<file path="config.mk">
export PLATFORM = sky130hd
export DESIGN_NAME = mestpro_sequencer
export DESIGN_NICKNAME = d
export VERILOG_FILES = /design/src/rtl/mestpro_pkg.sv /design/src/rtl/mestpro_prog_mem.sv /design/src/rtl/mestpro_sequencer.sv
export SDC_FILE = /design/constraint.sdc
export NUM_CORES = 1
export LEC_CHECK = 0
export BUFFER_PORTS_ARGS = -buffer_cell sky130_fd_sc_hd__clkbuf_2
export CAP_MARGIN = 10
export CORE_MARGIN = 8
export CORE_UTILIZATION = 65
export DETAILED_ROUTE_END_ITERATION = 10
export PLACE_DENSITY = 0.92
export SYNTH_ARGS = -nofsm -noshare
export SYNTH_HDL_FRONTEND = slang
export SYNTH_HIERARCHICAL = 1
export SYNTH_SLANG_ARGS = --single-unit
export TNS_END_PERCENT = 1
</file>
<file path="constraint.sdc">
create_clock -name CLK -period 8.4 [get_ports CLK]
set_input_delay 1.68 -clock CLK [delete_from_list [all_inputs] [get_ports CLK]]
set_output_delay 1.68 -clock CLK [all_outputs]
set_load 0.005 [all_outputs]
</file>
<file path="src/rtl/mestpro_pkg.sv">
// -----------------------------------------------------------------------------
// mestpro_pkg
// Shared definitions for the mestpro program sequencer:
//   - opcode constants for the 8-bit accumulator datapath plus the local HALT
//   - sequencer state encoding
//   - small helper functions used by the sequencer decode logic
// -----------------------------------------------------------------------------
package mestpro_pkg;

    localparam logic [7:0] OP_NOP  = 8'h00;
    localparam logic [7:0] OP_LOAD = 8'h01;
    localparam logic [7:0] OP_ADD  = 8'h02;
    localparam logic [7:0] OP_SUB  = 8'h03;
    localparam logic [7:0] OP_AND  = 8'h04;
    localparam logic [7:0] OP_OR   = 8'h05;
    localparam logic [7:0] OP_XOR  = 8'h06;
    localparam logic [7:0] OP_OUT  = 8'h07;
    localparam logic [7:0] OP_HALT = 8'hFF;

    typedef enum logic [1:0] {
        ST_IDLE = 2'd0,
        ST_RUN  = 2'd1,
        ST_DONE = 2'd2,
        ST_ERR  = 2'd3
    } seq_state_t;

    // True for opcodes the datapath understands and that get forwarded.
    function automatic logic is_dp_op(input logic [7:0] op);
        return (op >= OP_LOAD) && (op <= OP_OUT);
    endfunction

    // Increment that sticks at 255 instead of wrapping.
    function automatic logic [7:0] sat_inc8(input logic [7:0] v);
        return (v == 8'hFF) ? v : (v + 8'h01);
    endfunction

endpackage

</file>
<file path="src/rtl/mestpro_prog_mem.sv">
// -----------------------------------------------------------------------------
// mestpro_prog_mem
// DEPTH x 16 program store: synchronous write port, asynchronous read port.
// Contents are deliberately not reset so a program survives a sequencer reset.
// Ports:
//   CLK    - clock, rising edge
//   we     - write enable (already qualified by the caller)
//   waddr  - write address
//   wdata  - write word {opcode, operand}
//   raddr  - read address
//   rdata  - combinational read data
// -----------------------------------------------------------------------------
module mestpro_prog_mem #(
    parameter int ADDR_W = 4
) (
    input  logic              CLK,
    input  logic              we,
    input  logic [ADDR_W-1:0] waddr,
    input  logic [15:0]       wdata,
    input  logic [ADDR_W-1:0] raddr,
    output logic [15:0]       rdata
);

    localparam int DEPTH = 1 << ADDR_W;

    logic [15:0] mem_r [DEPTH];

    // Write port: one word per clock when enabled.
    always_ff @(posedge CLK) begin
        if (we) begin
            mem_r[waddr] <= wdata;
        end
    end

    assign rdata = mem_r[raddr];

endmodule

</file>
<file path="src/rtl/mestpro_sequencer.sv">
// -----------------------------------------------------------------------------
// mestpro_sequencer
// Program sequencer in front of the 8-bit accumulator datapath. The host loads
// a program while idle; START runs it from address 0, issuing one entry per
// cycle on INSTRUCTION/IN_DATA until HALT, end of memory, ABORT or an illegal
// opcode.
// Ports:
//   CLK          - clock, rising edge
//   RESET        - asynchronous, active-low reset
//   PROG_WE      - program write strobe (ignored while BUSY)
//   PROG_ADDR    - program write address
//   PROG_WDATA   - program word {opcode, operand}
//   START        - run request (honoured in IDLE/DONE/ERR)
//   ABORT        - stop and return to IDLE (beats START)
//   INSTRUCTION  - opcode to datapath, 0 = no operation
//   IN_DATA      - operand to datapath, holds when nothing is issued
//   BUSY/DONE/ERR- registered state flags
//   PC_OUT       - program counter
//   ISSUE_CNT    - instructions issued this run, saturating at 255
// -----------------------------------------------------------------------------
module mestpro_sequencer
    import mestpro_pkg::*;
#(
    parameter int         ADDR_W  = 4,
    parameter logic [7:0] HALT_OP = OP_HALT
) (
    input  logic              CLK,
    input  logic              RESET,
    input  logic              PROG_WE,
    input  logic [ADDR_W-1:0] PROG_ADDR,
    input  logic [15:0]       PROG_WDATA,
    input  logic              START,
    input  logic              ABORT,
    output logic [7:0]        INSTRUCTION,
    output logic [7:0]        IN_DATA,
    output logic              BUSY,
    output logic              DONE,
    output logic              ERR,
    output logic [ADDR_W-1:0] PC_OUT,
    output logic [7:0]        ISSUE_CNT
);

    localparam logic [ADDR_W-1:0] PC_ZERO = {ADDR_W{1'b0}};
    localparam logic [ADDR_W-1:0] PC_ONE  = {{(ADDR_W-1){1'b0}}, 1'b1};
    localparam logic [ADDR_W-1:0] PC_LAST = {ADDR_W{1'b1}};

    seq_state_t        state_r;
    seq_state_t        state_nxt_s;
    logic [ADDR_W-1:0] pc_r;
    logic [ADDR_W-1:0] pc_nxt_s;
    logic [7:0]        cnt_r;
    logic [7:0]        cnt_nxt_s;
    logic [7:0]        instr_r;
    logic [7:0]        instr_nxt_s;
    logic [7:0]        data_r;
    logic [7:0]        data_nxt_s;
    logic              busy_r;
    logic              done_r;
    logic              err_r;

    logic              mem_we_s;
    logic [15:0]       mem_rdata_s;
    logic [7:0]        fetch_op_s;
    logic [7:0]        fetch_arg_s;

    // Writes are only accepted while idle so a running program cannot change.
    assign mem_we_s = PROG_WE & ~busy_r;

    mestpro_prog_mem #(
        .ADDR_W (ADDR_W)
    ) u_prog_mem (
        .CLK   (CLK),
        .we    (mem_we_s),
        .waddr (PROG_ADDR),
        .wdata (PROG_WDATA),
        .raddr (pc_r),
        .rdata (mem_rdata_s)
    );

    assign fetch_op_s  = mem_rdata_s[15:8];
    assign fetch_arg_s = mem_rdata_s[7:0];

    // Next-state and next-output decode; all outputs are registered below.
    always_comb begin
        state_nxt_s = state_r;
        pc_nxt_s    = pc_r;
        cnt_nxt_s   = cnt_r;
        instr_nxt_s = OP_NOP;
        data_nxt_s  = data_r;

        case (state_r)
            ST_IDLE, ST_DONE, ST_ERR: begin
                if (ABORT) begin
                    state_nxt_s = ST_IDLE;
                end else if (START) begin
                    state_nxt_s = ST_RUN;
                    pc_nxt_s    = PC_ZERO;
                    cnt_nxt_s   = 8'h00;
                end else begin
                    state_nxt_s = state_r;
                end
            end

            ST_RUN: begin
                if (ABORT) begin
                    // Entry fetched this cycle is dropped; PC and count stay visible.
                    state_nxt_s = ST_IDLE;
                end else if (is_dp_op(fetch_op_s)) begin
                    instr_nxt_s = fetch_op_s;
                    data_nxt_s  = fetch_arg_s;
                    cnt_nxt_s   = sat_inc8(cnt_r);
                    if (pc_r == PC_LAST) begin
                        state_nxt_s = ST_DONE;
                    end else begin
                        pc_nxt_s = pc_r + PC_ONE;
                    end
                end else if (fetch_op_s == HALT_OP) begin
                    state_nxt_s = ST_DONE;
                end else begin
                    state_nxt_s = ST_ERR;
                end
            end

            default: begin
                state_nxt_s = ST_IDLE;
            end
        endcase
    end

    // State, counters and output registers; flags track the next state so they
    // line up with the state register.
    always_ff @(posedge CLK or negedge RESET) begin
        if (!RESET) begin
            state_r <= ST_IDLE;
            pc_r    <= PC_ZERO;
            cnt_r   <= 8'h00;
            instr_r <= OP_NOP;
            data_r  <= 8'h00;
            busy_r  <= 1'b0;
            done_r  <= 1'b0;
            err_r   <= 1'b0;
        end else begin
            state_r <= state_nxt_s;
            pc_r    <= pc_nxt_s;
            cnt_r   <= cnt_nxt_s;
            instr_r <= instr_nxt_s;
            data_r  <= data_nxt_s;
            busy_r  <= (state_nxt_s == ST_RUN);
            done_r  <= (state_nxt_s == ST_DONE);
            err_r   <= (state_nxt_s == ST_ERR);
        end
    end

    assign INSTRUCTION = instr_r;
    assign IN_DATA     = data_r;
    assign BUSY        = busy_r;
    assign DONE        = done_r;
    assign ERR         = err_r;
    assign PC_OUT      = pc_r;
    assign ISSUE_CNT   = cnt_r;

endmodule

</file>
* After elaboration in Yosys (flattened, before gate mapping)
Memories as Yosys holds them, arrays and structs flattened.
Index checks and enable logic that the tools add are counted.
** Word-level totals
- Register bits after elaboration :: 33
- Memory bits (writable) :: 256
- Bits of input ports :: 25
- Output and inout port bits :: 31
- Word-level logic and storage cells :: 61
- Memories kept :: 1
** Cells by class
- $add $sub $neg :: 2
- Order comparisons :: 2
- Equal/unequal tests :: 15
- Mux-type cells :: 24
- Bitwise gates (word level) :: 3
- Reduce and logical (&&, ||, !) cells :: 6
** Memories
- u_prog_mem.mem_r :: words 16, width 16, rd ports 1, clocked after memory_dff 0, wr ports 1, line mestpro_prog_mem.sv:26 : logic [15:0] mem_r [DEPTH];
** Operator list (number)
- $mux W8 :: 8
- $mux W4 :: 5
- $eq A8 B8 Y1 const B :: 2
- $pmux W8 S2 :: 1
- $ne A2 B2 Y1 const B :: 6
- $mux W2 :: 5
- $reduce_and A5 Y1 :: 2
- $add A8 B1 Y8 const B :: 1
- $eq A2 B2 Y1 const B :: 4
- $ge A8 B1 Y1 const B :: 1
- $le A8 B3 Y1 const B :: 1
- $pmux W4 S2 :: 1
- $add A4 B1 Y4 const B :: 1
- $eq A2 B1 Y1 const B :: 2
- $eq A4 B4 Y1 const B :: 1
- $pmux W2 S2 :: 1
- $mux W1 :: 3
- $reduce_and A3 Y1 :: 1
- $reduce_or A3 Y1 :: 1
- $logic_not A2 Y1 :: 1
- $not A1 Y1 :: 2
- $and A1 B1 Y1 :: 1
- $logic_and A1 B1 Y1 :: 1

* Depth between registers and ports, before layout
Gate-level depths: netlist of run 1.
An unclocked memory read counts as a cell.
- Depth in word-level cells :: 7
- Gate-level depth with buffers :: 11
- Mapped depth without buffers :: 8

* Hierarchy
The synthesis of run 1 kept the hierarchy.
** By module, submodules not included
- mestpro_prog_mem :: instances 1, cells each 416, area an instance 9721.8 um^2, sequential area each 7687.4 um^2
- mestpro_sequencer :: instances 1, cells each 140, area an instance 1460.2 um^2, sequential area each 825.8 um^2

* Worst setup path after synthesis of run 1
OpenSTA, ideal clock, no wires.
- Path kind :: input to register
- Start point :: input PROG_WE
- End point :: memory u_prog_mem.mem_r[0][0], enable pin
- Library setup time :: 409 ps
- Arrival time :: 3523 ps
- Data required time :: 7991 ps
- Path slack :: 4467 ps
- Stages :: 3
- Path buffers :: 0
- Path through :: nor2b_1 > or3b_2 > nor3_1
** Between the ends
- Word-level cells in the longest chain between the ends :: 3
** RTL lines
- from (decl) :: line mestpro_sequencer.sv:29 : input logic PROG_WE,
- $and A1 B1 Y1 :: line mestpro_sequencer.sv:67 : assign mem_we_s = PROG_WE & ~busy_r;
- $mux W1 :: line mestpro_prog_mem.sv:30 : if (we) begin
- $mux W1 (not written as such) :: line mestpro_prog_mem.sv:31 : mem_r[waddr] <= wdata;
- to (decl) :: line mestpro_prog_mem.sv:26
Every way passes these cells.

* Final worst setup path of run 1
- Start point :: register pc_r[0] (netlist: PC_OUT[0])
- End point :: register cnt_r[4] (netlist: ISSUE_CNT[4])
** Between the ends
- Word-level cells in the longest chain between the ends :: 5
- Elaborated cells between the ends (all ways) :: 6
- Classes of those cells :: order compare: 2; eq/ne: 1; reduce/logical: 2; memory: 1
** RTL lines
- from (decl) :: line mestpro_sequencer.sv:49 : logic [ADDR_W-1:0] pc_r;
- from (signal assigned) :: line mestpro_sequencer.sv:144 : pc_r <= pc_nxt_s;
- $mem_v2 Z16 W16 *
- net mem_rdata_s[15] :: line mestpro_sequencer.sv:62 : logic [15:0] mem_rdata_s;
- $ge A8 B1 Y1 or $le A8 B3 Y1 (tied branches) :: line mestpro_pkg.sv:29 : return (op >= OP_LOAD) && (op <= OP_OUT);
- $logic_and A1 B1 Y1 * :: line mestpro_pkg.sv:29
- $ne A2 B2 Y1 (no source line) *
- $reduce_and A5 Y1 (no source line) *
- to (signal assigned) :: line mestpro_sequencer.sv:145 : cnt_r <= cnt_nxt_s;
- to (decl) :: line mestpro_sequencer.sv:51 : logic [7:0] cnt_r;
The timed path passes the listed nets; every way through them passes the cells marked *.
A chain may end at the register's enable or synchronous reset.

==> flow_summary.json, run 1 <==
{
  "worst_setup_ep_type": "flop",
  "die-area_sq_um": 21700,
  "power.share.combinational": 0.089,
  "grt_use_met2": 0.387,
  "place.port_buffers": 55,
  "max_stage_delay_ns": 0.77,
  "global_route.usage.met1": 0.311,
  "timing.critical_path.required_ns": 8.79,
  "tritoncts_clock_tree": "done",
  "die-width_um": 147,
  "clockBufferDepth": 3,
  "later_pin_clock_latency_in_the_skew_report_ns": 0.52,
  "dpl.hpwl_um": 15000,
  "clk_transition_reported_paths_ns": 0.06,
  "clock_power_share": 0.405,
  "die_y_um": 147,
  "power.switching_uw": 691,
  "max_slew_margin": 0.279,
  "setup.worst_path.class": "reg -> reg",
  "power.share.sequential": 0.506,
  "finalWeightedCongestion": 0.919,
  "layout.cells.most_common_list": "sky130_fd_sc_hd__edfxtp_1 (256), sky130_fd_sc_hd__clkbuf_2 (55), sky130_fd_sc_hd__mux4_2 (54)",
  "post_cts.repair.setup_buffers": 0,
  "synth_area_leader_cell": "sky130_fd_sc_hd__edfxtp_1",
  "antenna_left": 0,
  "hp-class": "reg -> reg",
  "ff2ff_path_depth": 9,
  "synth.ff_latch_count": 289,
  "yosys_warnings": 6,
  "cpMaxStageDelayCell": "sky130_fd_sc_hd__dfrtp_4",
  "cellInternalPower_mw": 2.53,
  "finClkSkew_ns": 0.00738,
  "worst_setup_path_startpoint": "PC_OUT[0]",
  "synth_enable_flop_cells": 256,
  "finish.net_count": 669,
  "postSynth.asyncResetShare": 0.114,
  "cts_hold_buf": 0,
  "worstReg2RegStart": "PC_OUT[0]",
  "h-tree-depth": 1,
  "regToRegSetupSlack_ns": 4.26,
  "cts.sink_count": 289,
  "wl_um": 25700,
  "cts_buffers": 27,
  "min_period_over_period": 0.493,
  "met3_usage": 0.0523,
  "grt_start_max_net_pins": 43,
  "finalWorstPathRequiredPeriod_ns": 4.14,
  "synth_area_leaders": "sky130_fd_sc_hd__edfxtp_1 (69%), sky130_fd_sc_hd__mux4_2 (11%), sky130_fd_sc_hd__dfrtp_1 (7.4%)",
  "via_count": 6001,
  "antenna_found_initial": 2,
  "core-area_sq_um": 17100,
  "clock.fmax_ghz": 0.242,
  "slew_viol_final": 0,
  "grtUsageTotal": 0.238,
  "setup-violations-final": 0,
  "status": "finished clean",
  "cts_repair_resize_count": 0,
  "report.final.hold_viol_count": 0,
  "crit_path_arrival_time_ns": 4.53,
  "drt_wl_cell_um": 29.0,
  "finish.utilization": 0.749,
  "setup_repair_after_global_routing_missed_its_margin": "no",
  "grt_total_ovfl": 0,
  "placementRows": 48,
  "post_route_cells_drive_above_1_share": 0.284,
  "worst_slew_pin_slew_ns": 1.08,
  "ioPinCount": 56,
  "power.leakage_nw": 4.37,
  "route.detailed.vias_per_inst": 6.76,
  "area_growth_pct": 14.3,
  "dr.first_iter.drc_count": 692,
  "pwr_density_cell_nw_per_um2": 252,
  "fraction_of_post_synthesis_cell_area_in_the_top_cell_type_by_area": 0.687,
  "grt_pass1_vias": 6126,
  "synth_area_sq_um": 11200,
  "remaining_drc_errors": 0,
  "yosysSeqAreaShare": 0.761,
  "insertedDiodeCount": 0,
  "peakVddDrop_uv": 190,
  "global_route_wire_length_before_repair_um": 38400,
  "r2r_endpoint": "ISSUE_CNT[4]",
  "grt_busiest_layer": "met2",
  "switching_share": 0.214,
  "dominantRegCellSynth": "sky130_fd_sc_hd__edfxtp_1",
  "critPathCapture": "ISSUE_CNT[4]",
  "starting_density": 0.656,
  "cp_max_fo": 42,
  "maxCapViolations": 0,
  "drt_pre_antenna_iters": 5,
  "worst_setup_path_start_kind": "flop",
  "yosys.cell_types.count": 44,
  "post_synthesis_cells": 556,
  "cts.root.buffer_cell": "sky130_fd_sc_hd__clkbuf_16",
  "syn_avg_cell_area_sq_um": 20.1,
  "setup-tns-final_ns": 0,
  "crit_chain": "buf_4 -> mux4_2 -> a22oi_1 -> nand2_1 -> nor3_4 -> nand4b_1 -> nor4b_2 -> xnor2_1 -> nor2_1",
  "layout_commonest_cell": "sky130_fd_sc_hd__edfxtp_1"
}
==> critical path, delay by kind of cell (launching register included) <==
family,cells,cell delay [ns]
simple gates,5,1.47
flops,1,0.77
buf+inv,1,0.72
mux,1,0.60
compound gates,1,0.27
xor+xnor,1,0.16
==> per-stage QoR <==
stage | hold WS, ns | instances | instance area, sq um | power [mW] | setup WS, ns
after global routing | 0.524 | 888 | 12800 | 3.31 | 3.90
after CTS | 0.488 | 887 | 12800 | 3.24 | 4.20
after floorplan | 0.470 | 560 | 11200 | 1.85 | 4.47
after detailed placement | 0.473 | 837 | 11800 | 1.94 | 4.31
after global placement | 0.463 | 837 | 11800 | 1.93 | 4.44
final | 0.483 | 888 | 12800 | 3.22 | 4.26
==> logic make-up (layout without fill, tap and decap cells) <==
kind of cell | count (synthesis) | in the layout | synth area share
adders and majority gates | 2 | 2 | 0.00224
and+or+nand+nor | 123 | 123 | 0.0564
AOI/OAI and AO/OA | 47 | 47 | 0.0307
other | 1 | 5 | 0.000335
DFF | 289 | 289 | 0.761
muxes | 67 | 67 | 0.135
buffers and inverters | 25 | 128 | 0.0125
xor gates and xnor gates | 2 | 2 | 0.00157
==> Yosys cell counts (7+ instances only) <==
cell and n:
sky130_fd_sc_hd__dfrtp_1 33, sky130_fd_sc_hd__clkbuf_1 9, sky130_fd_sc_hd__mux4_1 10, sky130_fd_sc_hd__a22oi_1 32
sky130_fd_sc_hd__mux4_2 54, sky130_fd_sc_hd__nor3_1 7, sky130_fd_sc_hd__nor2_1 21, sky130_fd_sc_hd__edfxtp_1 256
sky130_fd_sc_hd__nor2b_1 7, sky130_fd_sc_hd__nand3_1 9, sky130_fd_sc_hd__nand2_1 52
==> registers in the layout, indices dropped and copies added (netlist names) <==
name              count
BUSY                  1
DONE                  1
ERR                   1
INSTRUCTION           8
IN_DATA               8
ISSUE_CNT             8
PC_OUT                4
state_r               2
u_prog_mem/mem_r    256
==> cell type report <==
cell class	instances	area (sq um)
Clock buffer	34	732
Clock inverter	16	235
Fill cell	897	4280
Inverter	1	3.75
Multi-Input combinational cell	246	2570
Sequential cell	289	8520
Tap cell	225	282
Timing Repair Buffer	77	440
==> worst min path at each step <==
stage                           from         end  cells after the start
after floorplan           IN_DATA[0]  IN_DATA[0]                      2
after global placement    IN_DATA[5]  IN_DATA[5]                      2
after detailed placement  IN_DATA[0]  IN_DATA[0]                      2
after CTS                 IN_DATA[0]  IN_DATA[0]                      2
after global routing      IN_DATA[0]  IN_DATA[0]                      2
final                     IN_DATA[0]  IN_DATA[0]                      2
==> per-layer routing <==
metal | part of all wire | routed length (um)
met5 | 0.0010 | 26
met4 | 0.035 | 909
met3 | 0.11 | 2940
met2 | 0.49 | 12500
met1 | 0.36 | 9340
==> power groups by stage <==
stage | Combinational (mW) | Sequential (mW) | Clock (mW)
2_1_floorplan | 0.214 | 1.64 | 0
3_3_place_gp | 0.267 | 1.66 | 0
3_5_place_dp | 0.279 | 1.66 | 0
4_1_cts | 0.286 | 1.63 | 1.32
5_1_grt | 0.304 | 1.64 | 1.37
6_report | 0.286 | 1.63 | 1.31
Power figures use the tool's default switching activity.
==> run 2: changes to the inputs <==
--- a/config.mk
+++ b/config.mk
@@ -8,9 +8,9 @@
 export BUFFER_PORTS_ARGS = -buffer_cell sky130_fd_sc_hd__clkbuf_2
 export CAP_MARGIN = 10
 export CORE_MARGIN = 8
-export CORE_UTILIZATION = 65
+export CORE_UTILIZATION = 61
 export DETAILED_ROUTE_END_ITERATION = 10
-export PLACE_DENSITY = 0.92
+export PLACE_DENSITY = 0.87
 export SYNTH_ARGS = -nofsm -noshare
 export SYNTH_HDL_FRONTEND = slang
 export SYNTH_HIERARCHICAL = 1
==> constraint.sdc (replaced) <==
create_clock -name CLK -period 3.9 [get_ports CLK]
set_input_delay 0.78 -clock CLK [delete_from_list [all_inputs] [get_ports CLK]]
set_output_delay 0.78 -clock CLK [all_outputs]
set_load 0.005 [all_outputs]
==> flow_summary.json, run 2 (synthesized netlist as in run 1, its figures left out) <==
{
  "place.port_buffers": 55,
  "clockBufferDepth": 3,
  "core-area_sq_um": 18000,
  "dr.first_iter.drc_count": 778,
  "area_of_the_multi_input_gates_sq_um": 2560,
  "max_slew_margin": 0.317,
  "post_cts.repair.setup_buffers": 0,
  "h-tree-depth": 1,
  "grt_total_ovfl": 0,
  "cts_buffers": 26,
  "slew_viol_final": 0,
  "setup-violations-final": 0,
  "via_count": 6095,
  "ioPinCount": 56,
  "antenna_left": 0,
  "cts_repair_resize_count": 0,
  "worst_setup_ep_type": "flop",
  "crit_chain": "mux4_2 -> a22oi_1 -> nand2_1 -> or3_1 -> nand4_1 -> nor4b_4 -> nand2_1 -> a22o_1",
  "report.final.hold_viol_count": 0,
  "worstReg2RegStart": "PC_OUT[0]",
  "worst_setup_path_start_kind": "flop",
  "drt_pre_antenna_iters": 5,
  "dpl.hpwl_um": 14500,
  "top_register": "u_prog_mem/mem_r",
  "setup_repair_after_global_routing_missed_its_margin": "no",
  "setup-tns-final_ns": 0,
  "status": "finished clean",
  "grt_pass1_vias": 6257,
  "regToRegSetupSlack_ns": 0.39,
  "finalWorstPathRequiredPeriod_ns": 3.51,
  "finalWeightedCongestion": 0.838,
  "layout.cells.most_common_list": "sky130_fd_sc_hd__edfxtp_1 (256), sky130_fd_sc_hd__clkbuf_2 (55), sky130_fd_sc_hd__mux4_2 (54)",
  "cts.sink_count": 289,
  "die_y_um": 151,
  "grtUsageTotal": 0.235,
  "die-width_um": 151,
  "crit_path_frequent_cell": "sky130_fd_sc_hd__nand2_1",
  "max_stage_delay_ns": 0.89,
  "remaining_drc_errors": 0,
  "regArea_sq_um": 8520,
  "cts_hold_buf": 0,
  "worst_slew_pin_slew_ns": 1.02,
  "drt_wl_cell_um": 29.3,
  "later_pin_clock_latency_in_the_skew_report_ns": 0.53,
  "power.leakage_nw": 4.34,
  "antenna_found_initial": 1,
  "cp_max_fo": 38,
  "global_route_wire_length_before_repair_um": 38900,
  "die-area_sq_um": 22900,
  "largest_reg_flops": 256,
  "insertedDiodeCount": 0,
  "route.detailed.vias_per_inst": 6.80,
  "cpMaxStageDelayCell": "sky130_fd_sc_hd__dfrtp_4",
  "hp-class": "in -> async",
  "tritoncts_clock_tree": "done",
  "starting_density": 0.622,
  "maxCapViolations": 0,
  "ff2ff_path_depth": 8,
  "timing.critical_path.required_ns": 4.31,
  "cts.root.buffer_cell": "sky130_fd_sc_hd__clkbuf_16",
  "area_growth_pct": 13.7,
  "clock.fmax_ghz": 0.285,
  "placementRows": 49,
  "finish.net_count": 674,
  "grt_start_max_net_pins": 39,
  "clk_transition_reported_paths_ns": 0.07,
  "setup.worst_path.class": "reg -> reg",
  "power_mw": 6.67,
  "filler_cell_count": 979,
  "min_period_over_period": 0.901,
  "pwr_density_cell_nw_per_um2": 525,
  "peakVddDrop_uv": 349,
  "finClkSkew_ns": 0.0219,
  "layout_commonest_cell": "sky130_fd_sc_hd__edfxtp_1",
  "wl_um": 26200,
  "final.setup.worst_slack_ns": 0.387,
  "pre_cts_slack_ns": 0.572,
  "crit_path_arrival_time_ns": 3.92,
  "r2r_endpoint": "PC_OUT[3]",
  "post_route_cells_drive_above_1_share": 0.282
}
[run 2: changes by cell type in the layout (fill, tap and decap cells not counted)]
| cell | before | now |
|---|---|---|
| sky130_fd_sc_hd__nor2b_1 | 6 | 7 |
| sky130_fd_sc_hd__bufinv_16 | 6 | 3 |
| sky130_fd_sc_hd__clkbuf_8 | 3 | 0 |
| sky130_fd_sc_hd__clkbuf_1 | 4 | 6 |
| sky130_fd_sc_hd__clkinv_2 | 4 | 5 |
| sky130_fd_sc_hd__clkinv_1 | 3 | 4 |
| sky130_fd_sc_hd__nor2b_2 | 1 | 0 |
| sky130_fd_sc_hd__clkinvlp_4 | 2 | 3 |
| sky130_fd_sc_hd__buf_4 | 22 | 28 |
| sky130_fd_sc_hd__inv_6 | 1 | 0 |
[run 2: final cells by class]
class / count / share of cell area
clock buffers: 33 / 0.0549
clock inverters: 15 / 0.0120
inverters: 1 / 0.000295
multi-input cells: 246 / 0.202
flip-flops and latches: 289 / 0.670
well taps: 229 / 0.0225
repair buffers: 83 / 0.0382
[run 2: how the worst max path moves through the flow]
stage / start / endpoint / slack [ns] / cells after the start
after floorplan: PROG_WE / u_prog_mem/mem_r[0][0] / 0.87 / 3
after global placement: PC_OUT[0] / ISSUE_CNT[4] / 0.70 / 9
after detailed placement: PC_OUT[0] / PC_OUT[3] / 0.57 / 8
after CTS: PC_OUT[0] / PC_OUT[3] / 0.43 / 8
after global routing: PC_OUT[0] / PC_OUT[3] / 0.26 / 8
final: PC_OUT[0] / PC_OUT[3] / 0.39 / 8
[run 2: critical path: cells and delay by family (launching register included)]
kind / cells / cell delay (ns)
simple gates: 5 / 1.39
mux: 1 / 0.61
flops: 1 / 0.89
compound gates: 2 / 0.47
[run 2: per-stage QoR]
step                      instance area, sq um   util  std cells  hold WS [ns]
after floorplan                          11200      -        560         0.470
after global placement                   11900  0.660        848         0.461
after detailed placement                 11900  0.660        848         0.470
after CTS                                12700  0.707        896         0.343
after global routing                     12700  0.707        896         0.390
final                                    12700  0.707        896         0.338
[run 2: where the power goes]
| group | leakage, nW | internal [mW] | switching (mW) |
|---|---|---|---|
| Sequential | 2.75 | 3.43 | 0.0947 |
| Combinational | 1.18 | 0.302 | 0.306 |
| Clock | 0.408 | 1.47 | 1.07 |
| Total | 4.34 | 5.20 | 1.47 |
[run 2: routing by layer]
layer | up-vias | share of wire | track usage
li1 | 2451 | - | -
met1 | 3084 | 0.36 | 0.319
met2 | 477 | 0.48 | 0.373
met3 | 81 | 0.12 | 0.0442
met4 | 2 | 0.036 | 0.0925
met5 | - | 0.00050 | 0
